[src/rtl/vga_timing_pkg.sv]
// Shared 640x480@60 raster constants and colour codes for the display path.
// Imported by the timing controller and the picture stage.
package vga_timing_pkg;

    localparam int H_SYNC   = 96;
    localparam int H_BACK   = 40;
    localparam int H_LEFT   = 8;
    localparam int H_VALID  = 640;
    localparam int H_RIGHT  = 8;
    localparam int H_FRONT  = 8;
    localparam int H_TOTAL  = H_SYNC + H_BACK + H_LEFT
                            + H_VALID + H_RIGHT + H_FRONT;

    localparam int V_SYNC   = 2;
    localparam int V_BACK   = 25;
    localparam int V_TOP    = 8;
    localparam int V_VALID  = 480;
    localparam int V_BOTTOM = 8;
    localparam int V_FRONT  = 2;
    localparam int V_TOTAL  = V_SYNC + V_BACK + V_TOP
                            + V_VALID + V_BOTTOM + V_FRONT;

    localparam int HA = H_SYNC + H_BACK + H_LEFT;
    localparam int VA = V_SYNC + V_BACK + V_TOP;

    localparam logic [9:0] COORD_INV = 10'h3FF;

    localparam logic [15:0] BLACK  = 16'h0000;
    localparam logic [15:0] WHITE  = 16'hFFFF;
    localparam logic [15:0] GOLDEN = 16'hFEC0;

    typedef struct packed {
        logic [9:0] x;
        logic [9:0] y;
    } coord_t;

    // Half-open window test: lo <= c < hi
    function automatic logic in_win(
        input logic [9:0] c,
        input logic [9:0] lo,
        input logic [9:0] hi
    );
        return (c >= lo) && (c < hi);
    endfunction

endpackage

[src/rtl/vga_axis_cnt.sv]
// One raster axis counter: counts 0..MAX-1 while enabled, flags the wrap.
// Used for both the horizontal and the vertical axis.
module vga_axis_cnt #(
    parameter int MAX = 800
) (
    input  logic       vga_clk,
    input  logic       sys_rst_n,
    input  logic       en_i,
    output logic [9:0] cnt_o,
    output logic       wrap_o
);

    localparam logic [9:0] LAST = 10'(MAX - 1);

    logic [9:0] cnt_q;
    logic [9:0] cnt_d;

    assign wrap_o = en_i && (cnt_q == LAST);
    assign cnt_o  = cnt_q;

    always_comb begin
        cnt_d = cnt_q;
        if (wrap_o) begin
            cnt_d = '0;
        end else if (en_i) begin
            cnt_d = cnt_q + 10'd1;
        end
    end

    always_ff @(posedge vga_clk or negedge sys_rst_n) begin
        if (!sys_rst_n) begin
            cnt_q <= '0;
        end else begin
            cnt_q <= cnt_d;
        end
    end

endmodule

[src/rtl/vga_timing_ctrl.sv]
// 640x480@60 raster timing: sync, pixel request coordinates one clock
// ahead of the visible pixel, rgb gating and a frame-start strobe.
module vga_timing_ctrl #(
    parameter int H_SYNC   = vga_timing_pkg::H_SYNC,
    parameter int H_BACK   = vga_timing_pkg::H_BACK,
    parameter int H_LEFT   = vga_timing_pkg::H_LEFT,
    parameter int H_VALID  = vga_timing_pkg::H_VALID,
    parameter int H_RIGHT  = vga_timing_pkg::H_RIGHT,
    parameter int H_FRONT  = vga_timing_pkg::H_FRONT,
    parameter int V_SYNC   = vga_timing_pkg::V_SYNC,
    parameter int V_BACK   = vga_timing_pkg::V_BACK,
    parameter int V_TOP    = vga_timing_pkg::V_TOP,
    parameter int V_VALID  = vga_timing_pkg::V_VALID,
    parameter int V_BOTTOM = vga_timing_pkg::V_BOTTOM,
    parameter int V_FRONT  = vga_timing_pkg::V_FRONT
) (
    input  logic        vga_clk,
    input  logic        sys_rst_n,
    input  logic [15:0] pix_data,
    output logic [9:0]  pix_x,
    output logic [9:0]  pix_y,
    output logic        hsync,
    output logic        vsync,
    output logic        rgb_valid,
    output logic [15:0] rgb,
    output logic        frame_start
);

    import vga_timing_pkg::*;

    localparam int HT = H_SYNC + H_BACK + H_LEFT
                      + H_VALID + H_RIGHT + H_FRONT;
    localparam int VT = V_SYNC + V_BACK + V_TOP
                      + V_VALID + V_BOTTOM + V_FRONT;
    localparam int HA_C = H_SYNC + H_BACK + H_LEFT;
    localparam int VA_C = V_SYNC + V_BACK + V_TOP;

    localparam logic [9:0] HS_W  = 10'(H_SYNC);
    localparam logic [9:0] VS_W  = 10'(V_SYNC);
    localparam logic [9:0] HA_W  = 10'(HA_C);
    localparam logic [9:0] HE_W  = 10'(HA_C + H_VALID);
    localparam logic [9:0] HRA_W = 10'(HA_C - 1);
    localparam logic [9:0] HRE_W = 10'(HA_C + H_VALID - 1);
    localparam logic [9:0] VA_W  = 10'(VA_C);
    localparam logic [9:0] VE_W  = 10'(VA_C + V_VALID);

    logic [9:0] cnt_h;
    logic [9:0] cnt_v;
    logic       h_wrap;
    logic       v_wrap;
    logic       v_win;
    logic       h_vis;
    logic       h_req;
    logic       pix_req;
    coord_t     req_xy;
    logic       fs_q;
    logic       fs_d;

    vga_axis_cnt #(.MAX(HT)) u_cnt_h (
        .vga_clk   (vga_clk),
        .sys_rst_n (sys_rst_n),
        .en_i      (1'b1),
        .cnt_o     (cnt_h),
        .wrap_o    (h_wrap)
    );

    vga_axis_cnt #(.MAX(VT)) u_cnt_v (
        .vga_clk   (vga_clk),
        .sys_rst_n (sys_rst_n),
        .en_i      (h_wrap),
        .cnt_o     (cnt_v),
        .wrap_o    (v_wrap)
    );

    assign v_win   = in_win(cnt_v, VA_W, VE_W);
    assign h_vis   = in_win(cnt_h, HA_W, HE_W);
    assign h_req   = in_win(cnt_h, HRA_W, HRE_W);
    assign pix_req = h_req && v_win;

    // Request window leads the visible window by the picture stage's register
    always_comb begin
        req_xy.x = COORD_INV;
        req_xy.y = COORD_INV;
        if (pix_req) begin
            req_xy.x = cnt_h - HRA_W;
            req_xy.y = cnt_v - VA_W;
        end
    end

    assign pix_x     = req_xy.x;
    assign pix_y     = req_xy.y;
    assign hsync     = cnt_h < HS_W;
    assign vsync     = cnt_v < VS_W;
    assign rgb_valid = h_vis && v_win;
    assign rgb       = rgb_valid ? pix_data : BLACK;

    // Vertical wrap implies horizontal wrap: next state is (0,0)
    assign fs_d = v_wrap;

    always_ff @(posedge vga_clk or negedge sys_rst_n) begin
        if (!sys_rst_n) begin
            fs_q <= 1'b1;
        end else begin
            fs_q <= fs_d;
        end
    end

    assign frame_start = fs_q;

endmodule
[config.mk]
export PLATFORM = sky130hd
export DESIGN_NAME = vga_timing_ctrl
export DESIGN_NICKNAME = d
export VERILOG_FILES = /design/src/rtl/vga_timing_pkg.sv /design/src/rtl/vga_axis_cnt.sv /design/src/rtl/vga_timing_ctrl.sv
export SDC_FILE = /design/constraint.sdc
export NUM_CORES = 1
export LEC_CHECK = 0
export CORE_ASPECT_RATIO = 0.7
export CORE_UTILIZATION = 45
export DETAILED_ROUTE_END_ITERATION = 7
export PLACE_DENSITY = 0.92
export REMOVE_ABC_BUFFERS = 1
export SLEW_MARGIN = 20
export SYNTH_ARGS = -nofsm -noshare
export SYNTH_HDL_FRONTEND = slang
export SYNTH_SLANG_ARGS = --single-unit
export TNS_END_PERCENT = 30
[constraint.sdc]
create_clock -name vga_clk -period 2.8 [get_ports vga_clk]
set_input_delay 0.56 -clock vga_clk [delete_from_list [all_inputs] [get_ports vga_clk]]
set_output_delay 0.56 -clock vga_clk [all_outputs]
set_load 0.02 [all_outputs]
### Word-level counts from Yosys, hierarchy flattened

Cells that the tools add are included.

* register bits: 21
* latch bits: 0
* memory bits (writable): 0
* memory bits (read-only): 0
* output and inout bits: 40
* memories: 0

* $add $sub $neg: 4
* $mul: 0
* div/mod/pow operators: 0
* order comparisons: 8
* equal/unequal tests: 2
* shift-type cells: 0
* mux-type cells: 5
* bitwise logic cells: 0
* reduce and logical (&&, ||, !) cells: 7

Operators by type and width (number)
* less-than comparator 10 bit, second input constant: 3
* two-way mux 10 bit: 3
* adder 10 x 1 -> 10 bit, second input constant: 2
* equality test 10 bit, second input constant: 2
* >= comparator 10 x 8 -> 1 bit, second input constant: 2
* two-way mux 20 bit: 1
* two-way mux 16 bit: 1
* >= comparator 10 x 6 -> 1 bit, second input constant: 1
* less-than comparator 10 x 2 -> 1 bit, second input constant: 1
* less-than comparator 10 x 7 -> 1 bit, second input constant: 1
* subtractor 10 x 6 -> 10 bit, second input constant: 1
* subtractor 10 x 8 -> 10 bit, second input constant: 1
* logical AND 1 bit: 6
* nonzero test 2 bit: 1

### Depth between registers and ports, before layout

Gate-level depths: netlist (run 1).

* word-level depth: 4
* gate-level depth with buffers: 8

### Hierarchy

From an unflattened synthesis (run 1), not the netlist that was laid out.

* cells, all modules: 201
* area, all modules: 1667.8 um^2

By module, submodules not included
* vga_timing_ctrl: instances 1, cells an instance 99, area each 671.9 um^2, seq. area each 26.3 um^2
* vga_axis_cnt at u_cnt_v: instances 1, cells an instance 53, area each 499.2 um^2, seq. area each 250.2 um^2
* vga_axis_cnt at u_cnt_h: instances 1, cells an instance 49, area each 496.7 um^2, seq. area each 250.2 um^2

### Worst setup path before layout (run 1)

OpenSTA, ideal clock, no wires.

* path type: reg-to-output
* start: register u_cnt_v.cnt_q[0], in the netlist u_cnt_v.cnt_o[0]
* end: output port pix_x[6]
* data arrival time: 1.964 ns
* slack: 0.276 ns
* cell stages (with the launch flop): 9
* buffers on the path: 3
* path through: dfrtp_1 ha_1 clkbuf_1 o41ai_2 a21oi_1 o22a_1 buf_6 buf_6 o2111ai_1

* longest elaborated chain between the ends: 4
* elaborated cells between the ends (all ways): 5
* those cells by class: order compare (2); mux (1); reduce/logical (2)

RTL lines
* from (decl): line vga_axis_cnt.sv:15 `logic [9:0] cnt_q;`
* from (signal assigned): line vga_axis_cnt.sv:34 `cnt_q <= cnt_d;`
* >= comparator 10 x 6 -> 1 bit / less-than comparator 10 bit (equally long branches): line vga_timing_pkg.sv:43 `return (c >= lo) && (c < hi);`
* logical AND 1 bit *: line vga_timing_pkg.sv:43
* logical AND 1 bit *: line vga_timing_ctrl.sv:78 `assign pix_req = h_req && v_win;`
* two-way mux 20 bit *: line vga_timing_ctrl.sv:84 `if (pix_req) begin`
* to (decl): line vga_timing_ctrl.sv:20 `output logic [9:0] pix_x,`

Mark *: on every way between the ends. The rest lies on a longest branch, timed or not.

### Worst setup path after layout (run 1)

* start: register u_cnt_v.cnt_q[5], in the netlist u_cnt_v.cnt_o[5]
* end: output port pix_x[4]

Same word-level chain as after synthesis.

==> impl_metrics.toml, run 1 <==
[timing]
setup_viol = 1
slew_headroom = 0.5923
hold_viol_final = 0
layout_min_cycle_time_ns = 2.827
worstMarginPinSlew_ns = 0.6116
rsz0062_at_grt = "true"
fmax_mhz = 353.8
skew_ns = 0.005100
finalWorstSetupSlack_ns = -0.02654
fin_crit_sh = 1.009
drv_slew = 0
tns_ns = -0.02654

[floorplanning]
die_area_um2 = 3955
die_w_um = 74.74
start_util = 0.4713
fp-row-count = 18
core_area_um2 = 3536
die_h_um = 52.92
io-pin-count = 58

[synthesis]
synthTopCellsByArea = "dfrtp_1, and3_1, nand3_1, xnor2_1, xor2_1"
syn_inst = 199
synth_top_family_by_area = "simple AND/OR/NAND/NOR gates"
syn_area_um2 = 1667
yosysMostFrequentCell = "and3_1"
ys_ff_latch = 21
synth-compound-area-share = 0.1074
synth_commonest_cells = "and3_1, nand3_1, dfrtp_1"
synth_edf_count = 0
netlist.area_leader.share = 0.3003
muxShareOfSynthArea = 0.01877
ys.flop_type = "dfrtp_1"
yosys_warnings = 0
avgSynthCellArea_um2 = 8.375
synth_fa_ha_area_frac = 0.03003
synth_cell_types = 44
synth_xor_area_frac = 0.08934
async_reset_ff_frac = 1.000
synth-simple-area-share = 0.3483
yosysSeqAreaShare = 0.3161
yosysTopAreaCell = "dfrtp_1"

[critical_path]
worst-setup-path-type = "flip-flop to primary output"
critPathLaunchType = "flip-flop"
worst-path-buf-inv = 2
setup.worst_path.end_class = "primary output"
critPathMaxStageDelay_ns = 0.56
crit_required_ns = 2.24
crit_chain = "or4_4 -> nor4b_4 -> o22a_2 -> buf_6 -> nand3_1 -> clkdlybuf4s15_1"
cp_max_fo = 8
path_delay_family = "simple AND/OR/NAND/NOR gates"
worstPathArrival_ns = 2.27
cp_slowest_cell = "or4_4"

[drt]
drtIter0Drc = 157
routed_wl_mm = 5.168
dr.pass1.iters = 5
drc = 0
ant_nets = 0
viasPerCell = 5.731
wl_per_cell_um = 16.35
routed-via-count = 1811

[placed_design]
hpwlAfterDp_mm = 3.421
dpl_cell_area_um2 = 2367
gp_congestion = 0.8278
io_buffer_count = 57

[final_layout]
nets = 289
final_area_um2 = 2371
fill_cells = 291
n_antenna_cell = 0
syn2layout_area_growth_pct = 42.27
drive_gt1_frac = 0.2970
final_util = 0.6706

[clocking]
clockBufferDepth = 2
numCtsBuffers = 3
clkTransAtPathRegs_ns = 0.08
cts_tree = "built"
cts.sinks = 21
cts_htree_levels = 1
cts_setup_buffers = 0
worstSkewPairLatency_ns = 0.26
cts_root_buf = "clkbuf_8"

[global_routing]
grt_pass1_vias = 1658
grt_max_degree = 22
grt.total_usage = 0.2719
overflow = 0
grt_pass1_wl_mm = 8.073
antenna_found_initial = 0

[pwr]
power.internal_mw = 0.4262
netSwitchingFraction = 0.2063
leakagePower_nw = 1.156
power_frac_seq = 0.564
p_switching_mw = 0.1107
p_total_mw = 0.5369
power_frac_clock = 0.378
share_comb_of_total_power = 0.058
p_per_area_nw_per_um2 = 226.4
vdd_ir_drop_max_mv = 0.2389

[outcome]
status = "finished with violations"
failed_checks = "setup timing"

[worst_hold_path]
hold_path.class = "flip-flop to flip-flop"

[job]
maxCapViolations = 0
[registers in the layout, summed over array words and instances (netlist names)]
name / count
u_cnt_v.cnt_o: 10
u_cnt_h.cnt_o: 10
frame_start: 1
[stage by stage]
stage	cells	worst slack, ns	hold WS, ns
global route	316	-0.08815	0.5960
CTS	314	-0.1214	0.5404
floorplan	177	-0.01677	0.2644
global placement	310	-0.05472	0.5225
finish	316	-0.02654	0.5685
detailed placement	310	-0.09368	0.5300
[worst min-delay path: stages (launching register included)]
cell and delay [ns]:
dfrtp_1 0.35, buf_4 0.14, nor2_1 0.05
[placed cells by master, fill, tap and decap left out, types with 2 or more instances in the layout]
master           instances
and4_1                   3
nand3b_1                 6
nor2b_1                  2
nand4_1                  7
o2111ai_1                2
or3_1                    3
nand3_1                 21
o31ai_1                  2
clkbuf_8                 3
and3_1                  18
buf_2                    4
nand2_1                 11
inv_1                    6
dfrtp_1                 20
and3_4                   4
xnor2_1                 11
buf_4                   31
nor3_1                   3
nor2_1                  12
clkbuf_2                15
o21ai_0                  6
and2_1                   4
mux2i_1                  2
buf_6                   14
clkdlybuf4s50_1         19
a21oi_1                  5
ha_1                     4
xor2_1                   6
[power by group through the flow]
| stage | registers, mW | clock network, mW | logic, mW |
|---|---|---|---|
| detailed placement | 0.309 | 0 | 0.0301 |
| global route | 0.303 | 0.224 | 0.0335 |
| CTS | 0.303 | 0.207 | 0.0302 |
| floorplan | 0.309 | 0 | 0.000153 |
| finish | 0.303 | 0.203 | 0.0309 |
| global placement | 0.309 | 0 | 0.0291 |
[area by class of cell]
type                       count  area [um^2]  area share
multi-input combinational    150         1020      0.4301
inverter                       6        22.52    0.009499
sequential                    21        526.8      0.2222
tap                           50        62.56     0.02639
timing repair buffer          85        694.4      0.2929
clock buffer                   4        45.04     0.01900
[metal layers]
layer	routed length, um	global-route usage
met5	0	0
met1	2291	0.3590
met4	80	0.08805
met3	399	0.06095
met2	2398	0.4414
[worst paths after layout]
path                                                 to  cells after the start  slack [ns]                    startpoint
max reg2reg                u_cnt_v.cnt_o[3]$_DFFE_PN0P_                      5        0.53    u_cnt_h.cnt_o[6]$_DFF_PN0_
max                                            pix_x[4]                      6       -0.03  u_cnt_v.cnt_o[5]$_DFFE_PN0P_
min in group asynchronous    u_cnt_h.cnt_o[9]$_DFF_PN0_                      2        0.64                     sys_rst_n
min reg2reg                  u_cnt_h.cnt_o[0]$_DFF_PN0_                      2        0.57    u_cnt_h.cnt_o[0]$_DFF_PN0_
min                          u_cnt_h.cnt_o[0]$_DFF_PN0_                      2        0.57    u_cnt_h.cnt_o[0]$_DFF_PN0_
max in group asynchronous         frame_start$_DFF_PN1_                      2        1.87                     sys_rst_n
[cells by family (layout without fill, tap and decap cells)]
kind of cell	Yosys count	after routing
xor gates and xnor gates	17	17
AOI/OAI and AO/OA	25	25
adders and majority gates	4	4
muxes	3	3
buffers and inverters	28	95
and+or+nand+nor	101	101
DFF	21	21
[timing repair]
action                     CTS  global route
hold buffers                 0             0
gates resized for setup     71           102
pin swaps                    0             1
setup endpoints to repair   38            37
gates cloned                 0             2
No activity file was read; power rests on OpenSTA's default activity.
==> run 2: changes to the inputs <==
--- a/config.mk
+++ b/config.mk
@@ -7,6 +7,7 @@
 export LEC_CHECK = 0
 export CORE_ASPECT_RATIO = 0.7
 export CORE_UTILIZATION = 45
+export CTS_CLUSTER_SIZE = 14
 export DETAILED_ROUTE_END_ITERATION = 7
 export PLACE_DENSITY = 0.92
 export REMOVE_ABC_BUFFERS = 1
==> results of run 2 <==
The final DEF is identical to that of run 1; final timing and power are the same.
==> run 3: changes to the inputs <==
--- a/config.mk
+++ b/config.mk
@@ -5,11 +5,11 @@
 export SDC_FILE = /design/constraint.sdc
 export NUM_CORES = 1
 export LEC_CHECK = 0
-export CORE_ASPECT_RATIO = 0.7
-export CORE_UTILIZATION = 45
+export CORE_ASPECT_RATIO = 1.4
+export CORE_UTILIZATION = 41
 export CTS_CLUSTER_SIZE = 14
 export DETAILED_ROUTE_END_ITERATION = 7
-export PLACE_DENSITY = 0.92
+export PLACE_DENSITY = 0.89
 export REMOVE_ABC_BUFFERS = 1
 export SLEW_MARGIN = 20
 export SYNTH_ARGS = -nofsm -noshare
==> constraint.sdc (replaced) <==
create_clock -name vga_clk -period 2.39 [get_ports vga_clk]
set_input_delay 0.478 -clock vga_clk [delete_from_list [all_inputs] [get_ports vga_clk]]
set_output_delay 0.478 -clock vga_clk [all_outputs]
set_load 0.02 [all_outputs]
==> run 3 against run 2 <==
Against the previous run: the run still ends with setup timing left; register-to-register slack got worse by 0.17 ns; largest power group unchanged; critical endpoint is now rgb[14]; die area rose by 9.4%; highest routed layer unchanged; global-route usage shrank 4.3 points; routed wire length rose by 1.9%.
==> impl_metrics.toml, run 3 (synthesis gave the netlist of run 1 again) <==
[clocking]
cts_root_buf = "clkbuf_8"
cts.sinks = 21
numCtsBuffers = 3
cts_htree_levels = 1
worstSkewPairLatency_ns = 0.26
clkTransAtPathRegs_ns = 0.08
cts_tree = "built"
clockBufferDepth = 2

[critical_path]
timing.rr.end = "u_cnt_v.cnt_o[0]$_DFFE_PN0P_"
crit_required_ns = 1.91
r2r_slack_ns = 0.36
setup.worst_path.end_class = "primary output"
worstPathArrival_ns = 2.21
r2r_cells = 7
critPathLaunchType = "flip-flop"
cp_max_fo = 7
endpoint = "rgb[14]"
timing.rr.start = "u_cnt_v.cnt_o[5]$_DFFE_PN0P_"
crit_path_start = "u_cnt_v.cnt_o[5]$_DFFE_PN0P_"
worst-setup-path-type = "flip-flop to primary output"

[final_layout]
nets = 305
syn2layout_area_growth_pct = 57.21
fill_cells = 304
most-common-layout-cells = "buf_4, buf_6, dfrtp_1, and3_1, nand3_1"
final_common_cell = "buf_4"
final_util = 0.6686
finalNonFillerCells = 325
n_antenna_cell = 0
drive_gt1_frac = 0.3546

[floorplanning]
die_h_um = 77.44
fp-row-count = 27
io-pin-count = 58
start_util = 0.4253
core_area_um2 = 3919
die_area_um2 = 4327
die_w_um = 55.89

[pwr]
p_per_area_nw_per_um2 = 238.8
leakagePower_nw = 1.263
vdd_ir_drop_max_mv = 0.3156

[timing]
worstMarginPinSlew_ns = 0.4382
slew_headroom = 0.7003
layout_min_cycle_time_ns = 2.684
hold_viol_final = 0
holdWs_ns = 0.5612
tns_ns = -8.001
finalWorstSetupSlack_ns = -0.2945
fmax_mhz = 372.5
setup_viol = 37
drv_slew = 0
skew_ns = 0.001196
rsz0062_at_grt = "true"
fin_crit_sh = 1.123

[placed_design]
gp_congestion = 0.8941
hpwlAfterDp_mm = 3.507
io_buffer_count = 57
dp.cells = 317

[outcome]
status = "finished with violations"
failed_checks = "setup timing"

[job]
maxCapViolations = 0

[drt]
wl_per_cell_um = 16.21
routed-via-count = 1870
drtIter0Drc = 91
routed_wl_mm = 5.267
viasPerCell = 5.754
drc = 0
ant_nets = 0
dr.pass1.iters = 4

[worst_hold_path]
hold_path.class = "flip-flop to flip-flop"

[global_routing]
grt_pass1_wl_mm = 8.135
antenna_found_initial = 0
grt.total_usage = 0.2292
grt_max_degree = 22
overflow = 0
grt_pass1_vias = 1845
-- run 3: changes by cell type in the layout (fill, tap and decap cells not counted), sizes merged --
cell / change
clkdlybuf4s50: -1
buf: +32
clkdlybuf4s15: -1
dlygate4sd2: -1
clkbuf: -14
dlymetal6s2s: +1
-- run 3: critical path, stage by stage, from the launching register on --
cell and delay, ns:
dfrtp_1 0.38, or4_4 0.56, nor4b_4 0.23, o22a_2 0.23
buf_6 0.14, buf_16 0.11, and3_1 0.17, buf_6 0.12
-- run 3: routing by layer --
layer  part of all wire  wire length, um  track usage  vias to the layer above
met5                  0                0            0                        -
met4              0.030              157      0.06829                        0
met3              0.067              354      0.04667                       16
met2               0.56             2925       0.4530                       96
met1               0.35             1830       0.2371                      887
li1                   -                -            -                      871
-- run 3: cell type report --
cell class	instances	area (um^2)	area share
Clock buffer	4	45.04	0.01719
Sequential cell	21	526.8	0.2011
Tap cell	43	53.80	0.02053
Multi-Input combinational cell	150	1069	0.4078
Timing Repair Buffer	101	903.4	0.3448
Inverter	6	22.52	0.008596
-- run 3: worst min-delay path by stage --
stage / cells past startpoint / to / from
2_1_floorplan: 0 / u_cnt_h.cnt_o[0]$_DFF_PN0_ / sys_rst_n
3_3_place_gp: 1 / u_cnt_h.cnt_o[2]$_DFF_PN0_ / u_cnt_h.cnt_o[2]$_DFF_PN0_
3_5_place_dp: 1 / u_cnt_h.cnt_o[2]$_DFF_PN0_ / u_cnt_h.cnt_o[2]$_DFF_PN0_
4_1_cts: 1 / u_cnt_h.cnt_o[2]$_DFF_PN0_ / u_cnt_h.cnt_o[2]$_DFF_PN0_
5_1_grt: 1 / u_cnt_h.cnt_o[2]$_DFF_PN0_ / u_cnt_h.cnt_o[2]$_DFF_PN0_
6_report: 1 / u_cnt_h.cnt_o[2]$_DFF_PN0_ / u_cnt_h.cnt_o[2]$_DFF_PN0_
-- run 3: repair_timing --
action                                 in CTS  in global routing
cloned                                      1                  1
setup endpoints to repair                  38                 38
pin swaps                                   2                  4
hold buffers                                0                  0
endpoints found under the hold margin       0                  0
buffers inserted                            1                  1
resized for setup                         179                 30
-- run 3: where the power goes --
group          internal (mW)  switching (mW)  total [mW]
Clock                  0.119           0.115       0.234
Sequential             0.355               0       0.355
Combinational         0.0253          0.0114      0.0367
Total                  0.499           0.126       0.626
-- run 3: through the flow --
stage / setup slack (ns) / cell area (um^2) / total power, mW
3_3_place_gp: -0.3691 / 2489 / 0.3967
5_1_grt: -0.3880 / 2620 / 0.6497
2_1_floorplan: -0.3448 / 1539 / 0.3623
4_1_cts: -0.2660 / 2459 / 0.6293
3_5_place_dp: -0.4213 / 2489 / 0.3977
6_report: -0.2945 / 2620 / 0.6255
